`config.mk`:
```
export PLATFORM = sky130hd
export DESIGN_NAME = elastic_pipe_reg
export DESIGN_NICKNAME = d
export VERILOG_FILES = /design/src/rtl/drac_pkg.sv /design/src/rtl/elastic_pipe_reg.sv
export SDC_FILE = /design/constraint.sdc
export NUM_CORES = 1
export LEC_CHECK = 0
export CORE_MARGIN = 2
export CORE_UTILIZATION = 51
export CTS_CLUSTER_SIZE = 30
export DETAILED_ROUTE_END_ITERATION = 8
export GPL_TIMING_DRIVEN = 0
export MAX_ROUTING_LAYER = met4
export PLACE_DENSITY = 0.8
export SLEW_MARGIN = 25
export SYNTH_ARGS = -nofsm -noshare
export SYNTH_HDL_FRONTEND = slang
export SYNTH_SLANG_ARGS = --single-unit
```
`constraint.sdc`:
```
create_clock -name clk_i -period 2.5 [get_ports clk_i]
set_input_delay 0.625 -clock clk_i [delete_from_list [all_inputs] [get_ports clk_i]]
set_output_delay 0.625 -clock clk_i [all_outputs]
set_load 0.02 [all_outputs]
```
`src/rtl/drac_pkg.sv`:
```
// drac_pkg: types and constants shared between the DRAC pipeline stages.
//   pipe_state_t   - state of an elastic pipeline register (EMPTY/FULL/SKID)
//   PIPE_MAX_OCC   - maximum number of items an elastic register can hold
//   fetch_out_t    - example stage payload, passed as WIDTH = $bits(fetch_out_t)
//   pipe_occupancy - maps a pipeline register state to its item count
package drac_pkg;

  typedef enum logic [1:0] {
    PIPE_EMPTY = 2'd0,
    PIPE_FULL  = 2'd1,
    PIPE_SKID  = 2'd2
  } pipe_state_t;

  localparam int unsigned PIPE_MAX_OCC = 2;

  // Fetch -> decode payload. The pipeline register treats it as opaque bits.
  typedef struct packed {
    logic [39:0] pc;
    logic [31:0] inst;
    logic        ex_valid;
  } fetch_out_t;

  function automatic logic [1:0] pipe_occupancy(input pipe_state_t s);
    case (s)
      PIPE_FULL: return 2'd1;
      PIPE_SKID: return 2'd2;
      default:   return 2'd0;
    endcase
  endfunction

endpackage

```
`src/rtl/elastic_pipe_reg.sv`:
```
// elastic_pipe_reg: elastic pipeline register with a valid/ready handshake,
// a 2-entry skid buffer and a synchronous flush. Full throughput, 1-cycle
// latency, and ready_o is a pure function of the registered state, so
// back-pressure never forms a combinational path through this block.
//
// Ports:
//   clk_i        clock, rising edge
//   rst_i        asynchronous active-high reset
//   flush_i      synchronous flush, drops all stored and incoming items
//   valid_i      upstream item valid
//   ready_o      block can accept an item (registered)
//   data_i       upstream payload, WIDTH bits
//   valid_o      data_o holds a valid item
//   ready_i      downstream accepts data_o this cycle
//   data_o       head payload, straight from the main register
//   occupancy_o  number of items held (0..2)
module elastic_pipe_reg
  import drac_pkg::*;
#(
  parameter int unsigned      WIDTH     = 32,
  parameter logic [WIDTH-1:0] RESET_VAL = '0
) (
  input  logic             clk_i,
  input  logic             rst_i,
  input  logic             flush_i,
  input  logic             valid_i,
  output logic             ready_o,
  input  logic [WIDTH-1:0] data_i,
  output logic             valid_o,
  input  logic             ready_i,
  output logic [WIDTH-1:0] data_o,
  output logic [1:0]       occupancy_o
);

  pipe_state_t      state_reg, state_next;
  logic [WIDTH-1:0] main_reg,  main_next;
  logic [WIDTH-1:0] skid_reg,  skid_next;

  // State and data registers.
  always_ff @(posedge clk_i or posedge rst_i) begin
    if (rst_i) begin
      state_reg <= PIPE_EMPTY;
      main_reg  <= RESET_VAL;
      skid_reg  <= RESET_VAL;
    end else begin
      state_reg <= state_next;
      main_reg  <= main_next;
      skid_reg  <= skid_next;
    end
  end

  // Next-state and next-data logic. Flush overrides every handshake; an
  // item leaving in the flush cycle is still considered consumed.
  always_comb begin
    state_next = state_reg;
    main_next  = main_reg;
    skid_next  = skid_reg;
    if (flush_i) begin
      state_next = PIPE_EMPTY;
      main_next  = RESET_VAL;
      skid_next  = RESET_VAL;
    end else begin
      case (state_reg)
        PIPE_EMPTY: begin
          if (valid_i) begin
            state_next = PIPE_FULL;
            main_next  = data_i;
          end
        end
        PIPE_FULL: begin
          case ({valid_i, ready_i})
            2'b11: main_next = data_i;        // pass-through
            2'b10: begin                      // downstream stalled: park in skid
              state_next = PIPE_SKID;
              skid_next  = data_i;
            end
            2'b01: state_next = PIPE_EMPTY;   // main keeps its stale value
            default: ;
          endcase
        end
        PIPE_SKID: begin
          // ready_o is low here, so valid_i is not looked at.
          if (ready_i) begin
            state_next = PIPE_FULL;
            main_next  = skid_reg;
          end
        end
        default: state_next = PIPE_EMPTY;
      endcase
    end
  end

  // Outputs depend on the registered state only.
  always_comb begin
    valid_o     = (state_reg != PIPE_EMPTY);
    ready_o     = (state_reg != PIPE_SKID);
    occupancy_o = pipe_occupancy(state_reg);
  end

  assign data_o = main_reg;

  // Simulation checks: occupancy bound and AXI-style hold under back-pressure.
  a_occ_bound : assert property (@(posedge clk_i) disable iff (rst_i)
    occupancy_o <= 2'(PIPE_MAX_OCC));

  a_hold_stable : assert property (@(posedge clk_i) disable iff (rst_i)
    (valid_o && !ready_i && !flush_i) |=> (valid_o && $stable(data_o)));

endmodule

```
# Word level (Yosys, flattened, before mapping)

Index checks and enable logic that the tools add are counted.

Memories: 0
Flip-flop bits (word level): 66
Bits of input ports: 37
Latch bits: 0
RAM bits: 0
Logic and storage cells: 35
Output and inout port bits: 36
Bits in read-only memories: 0

Divide/modulo/power cells: 0
Bitwise operators: 0
Magnitude comparators: 0
$mul: 0
$add $sub $neg: 0
Multiplexer cells: 14
Reduce and logical (&&, ||, !) cells: 8
Shift operators: 0
Equal/unequal tests: 10

Operators with widths:

| kind                 | count |
|---|---|
| $mux W32             | 7 |
| $pmux W32 S3         | 1 |
| $pmux W2 S2          | 2 |
| $eq A2 B2 Y1 const B | 3 |
| $mux W2              | 3 |
| $ne A3 B3 Y1 const B | 2 |
| $pmux W2 S3          | 1 |
| $reduce_bool A2 Y1   | 3 |
| $eq A2 B1 Y1 const B | 2 |
| $ne A4 B3 Y1 const B | 1 |
| $reduce_and A4 Y1    | 1 |
| $reduce_bool A4 Y1   | 1 |
| $ne A3 B2 Y1 const B | 1 |
| $reduce_and A3 Y1    | 1 |
| $logic_not A2 Y1     | 1 |
| $ne A2 B2 Y1 const B | 1 |
| $reduce_and A2 Y1    | 1 |

# Longest topological paths before layout

Depth in word-level cells: 4
Depth in mapped cells: 9
Gate-level depth less buffers: 6

# Worst setup path before layout

Ideal clock, no wire load.

Kind: register to output
From: reg state_reg[0]
To: out ready_o
Path buffers: 2
Cell stages (with the launch flop): 6
Data required time: 1875 ps
Path slack: 423 ps
Arrival: 1452 ps
Path through: dfrtp_1 > inv_1 > ha_1 > buf_2 > buf_1 > inv_1

Longest elaborated chain between the ends: 1

RTL lines:

| element                  | line                   | text |
|---|---|---|
| start: declaration       | elastic_pipe_reg.sv:35 | `pipe_state_t state_reg, state_next;` |
| start signal: assignment | elastic_pipe_reg.sv:46 | `state_reg <= state_next;` |
| $ne A2 B2 Y1             | elastic_pipe_reg.sv:96 | `ready_o = (state_reg != PIPE_SKID);` |
| end: declaration         | elastic_pipe_reg.sv:27 | `output logic ready_o,` |

Every way passes these cells.

# Worst setup path in the final report

Same ends and word-level chain as after synthesis.

==> metrics.md <==
| Metric | Value |
|---|---|
| Status | finished clean |
| CTS sink count | 66 |
| Xor and xnor area share after synthesis | 0.499% |
| CTS tree | done |
| Synthesized area | 3510 sq um |
| Setup TNS Final | 0 ns |
| Via count | 2820 |
| Top Metal Used | met4 |
| Clk pin slew, worst setup/hold paths | 0.07 ns |
| # setup viols final | 0 |
| Compound-cell area share of the yosys netlist | 23.7% |
| Clk_lat worst skew | 0.34 ns |
| EDFF count, synth | 0 |
| Post-synthesis sequential area ratio | 47.1% |
| Met3 wire len | 434 um |
| Worst setup EP type | primary output |
| Antenna Nets Post-Route | 0 |
| Hold Crit Depth | 2 |
| Sequential Area | 1650 sq um |
| Simple-gate share of the synthesized area | 9.24% |
| Final Total Pwr | 0.00423 W |
| Vias per inst | 5.45 |
| R2R cell count | 7 |
| Cell variety after synth | 27 |
| Final net count | 475 |
| Tcrit/Tclk final | 93.3% |
| Layout cell share with drive strength beyond 1 | 13.5% |
| Tightest Hold Check Type | reg -> reg |
| Asr flop ratio synth | 100% |
| Crit-path slowest cell | dfrtp_1 |
| Die H | 86.9 um |
| Number of global-route vias before repair | 2746 |
| CTS Buffer Depth | 2 |
| DRC | 0 |
| Post-synth net total | 392 |
| CP Max Fanout | 14 |
| LEAKAGE | 1.82 nW |
| Largest family of logic cells by synthesized area | compound AO/OA/AOI/OAI gates |
| Initial detailed-routing violation count | 145 |
| Final Worst Setup Slack | 0.167 ns |
| # rows | 30 |
| # diodes | 0 |
| Routed WL | 8.11 mm |
| Non-filler cells, final | 517 |
| Max-cap viol count | 0 |
| Startpoint Class | register |
| Seq cells post-synth | 66 |
| Multi-input logic area | 1570 sq um |
| First-pass GRT wire length | 13.2 mm |
| Period minus WS final | 2.33 ns |
| Met2 wire length | 3.90 mm |
| Slew headroom | 52.7% |
| Port bufs | 72 |
| Top FF cell, synth | dfrtp_1 |
| Area delta synth->final | 29.4% |
| H-tree levels | 3 |
| Max Clock Freq | 429 MHz |
| Gr ovfl total | 0 |
| Metal1 wirelength | 3.64 mm |
| Adder-Cell Fraction of Synth Area | 2.14% |
| WS Path Type | reg -> out |
| Max-slew violations | 0 |
| Post-Place Setup Slack | -0.216 ns |
| Drt first pass iters | 4 |
| Pwr per Cell Area | 932 nW/um^2 |
| Hpwl dp | 5.68 mm |
| GPL Wtd Cong | 0.831 |
| Fillers | 551 |
| Skew final | 0.0101 ns |
| Routed len/inst | 15.7 um |
| Post-layout instance area | 4540 sq um |
| Unrepaired setup endpoints after global routing | no |
| Final hold vios | 0 |
| Top Ports | 73 |
| Die width | 86.9 um |
| Total GRT Usage | 23.3% |
| Antenna violations before repair | 0 |
| Synth Area per Inst | 10.0 sq um |
| Worst path required time | 1.88 ns |
| Worst VDD drop | 0.503 mV |
| CP arrival | 1.71 ns |
| Worst slew pin tran | 0.710 ns |
| CTS root buf | clkbuf_8 |
| CTS Buf Count | 9 |
| Initial Utilization | 52.2% |
| Mux share of post-synthesis cell area | 9.13% |
| Number of cells on the critical path | 5 |
| Die Area | 7560 sq um |
| Area of the core | 6720 sq um |
| Area after DPL | 4350 sq um |
| Largest net degree at the start of global routing | 40 |
| Synth Instances | 349 |
| Yosys Warn Count | 0 |
| Cell mode on critical path | inv_1 |
| Max incr delay on CP | 0.42 ns |
| Largest delay share family, worst path | buffers and inverters |
| Worst-path cell chain | inv_1 > ha_1 > buf_4 > inv_1 > dlygate4sd2_1 |
| Placed Cells | 502 |
| Buf+Inv Stages, Crit Path | 4 |
logic make-up after synthesis:
kind of cell             Yosys count
XOR/XNOR                           2
adder cells (fa/ha/maj)            6
buffers and inverters             65
multiplexers                      32
flip-flops                        66
AND/OR/NAND/NOR                   81
AO/OA/AOI/OAI                     97
power by group:
group          total, W  internal (W)  switching, W  leakage (nW)
sequential      0.00143       0.00130      0.000134         0.893
clock          0.000832      0.000439      0.000393        0.0965
combinational   0.00197      0.000859       0.00111         0.834
total           0.00423       0.00260       0.00163          1.82
worst min-delay path, stage by stage, from the launching register on:
cell     delay, ns
dfrtp_1       0.37
nand2_1       0.05
a21oi_1       0.05
synth_stat cells, drive strengths merged (4+ instances only):
cell	n	share of area (%)
buf	18	3.2
inv	32	3.4
nor2	10	1.1
a311o	26	7.4
o31ai	27	8.6
clkbuf	15	1.6
nand2	66	7.1
ha	6	2.1
a211oi	6	1.3
mux2i	32	9.1
a21oi	34	5.3
nand2b	4	0.93
dfrtp	66	47
layout make-up:
cell class              instances  share of cell area (%)
inverters                      32                    2.70
clock buffers                  14                    3.80
plain buffers                  32                    3.69
multi-input cells             218                    34.6
flip-flops and latches         66                    36.4
repair buffers                 73                    16.4
well taps                      80                    2.21
clock inverters                 2                   0.221
cell usage in the layout, fill, tap and decap left out, drive strengths merged:
cell type      instances
buf                   18
or2                    1
dlygate4sd2            1
xnor2                  1
clkinv                 2
a211oi                 6
o21bai                 1
ha                     6
dfrtp                 66
mux2i                 32
nor2                  10
o221a                  1
clkdlybuf4s50         69
xor2                   1
clkbuf                29
inv                   32
o32a                   1
a311o                 26
nand2b                 4
o211ai                 1
nand2                 66
dlymetal6s2s           2
a21oi                 34
o31ai                 27
metrics by stage:
stage	utilization [%]	hold WS, ns
after CTS	67.5	0.525
after detailed placement	64.7	0.515
after global routing	67.5	0.546
after global placement	64.4	0.509
final	67.5	0.521
after floorplan	-	0.501
path summary, 6_finish.rpt:
path	from	endpoint	slack, ns
setup / recovery	state_reg[0]	ready_o	0.17
hold / removal	skid_reg[16]	skid_reg[16]	0.52
setup reg to reg	state_reg[1]	skid_reg[10]	0.42
hold reg to reg	skid_reg[16]	skid_reg[16]	0.52
max in group asynchronous	rst_i	skid_reg[20]	1.27
min in group asynchronous	rst_i	data_o[31]	0.69
repair_timing:
item                                    in CTS  in global routing
gates cloned                                 0                  0
buffers inserted                             0                  0
pin swaps                                    0                  0
resized for setup                            3                  2
endpoints found under the setup margin       2                  2
hold buffers                                 0                  0
routing by layer:
| layer | up-vias | track usage [%] |
|---|---|---|
| met5 | - | - |
| met1 | 1346 | 31.6 |
| li1 | 1384 | - |
| met3 | 13 | 5.21 |
| met4 | 0 | 7.95 |
| met2 | 77 | 34.8 |
No activity file was read; power rests on OpenSTA's default activity.
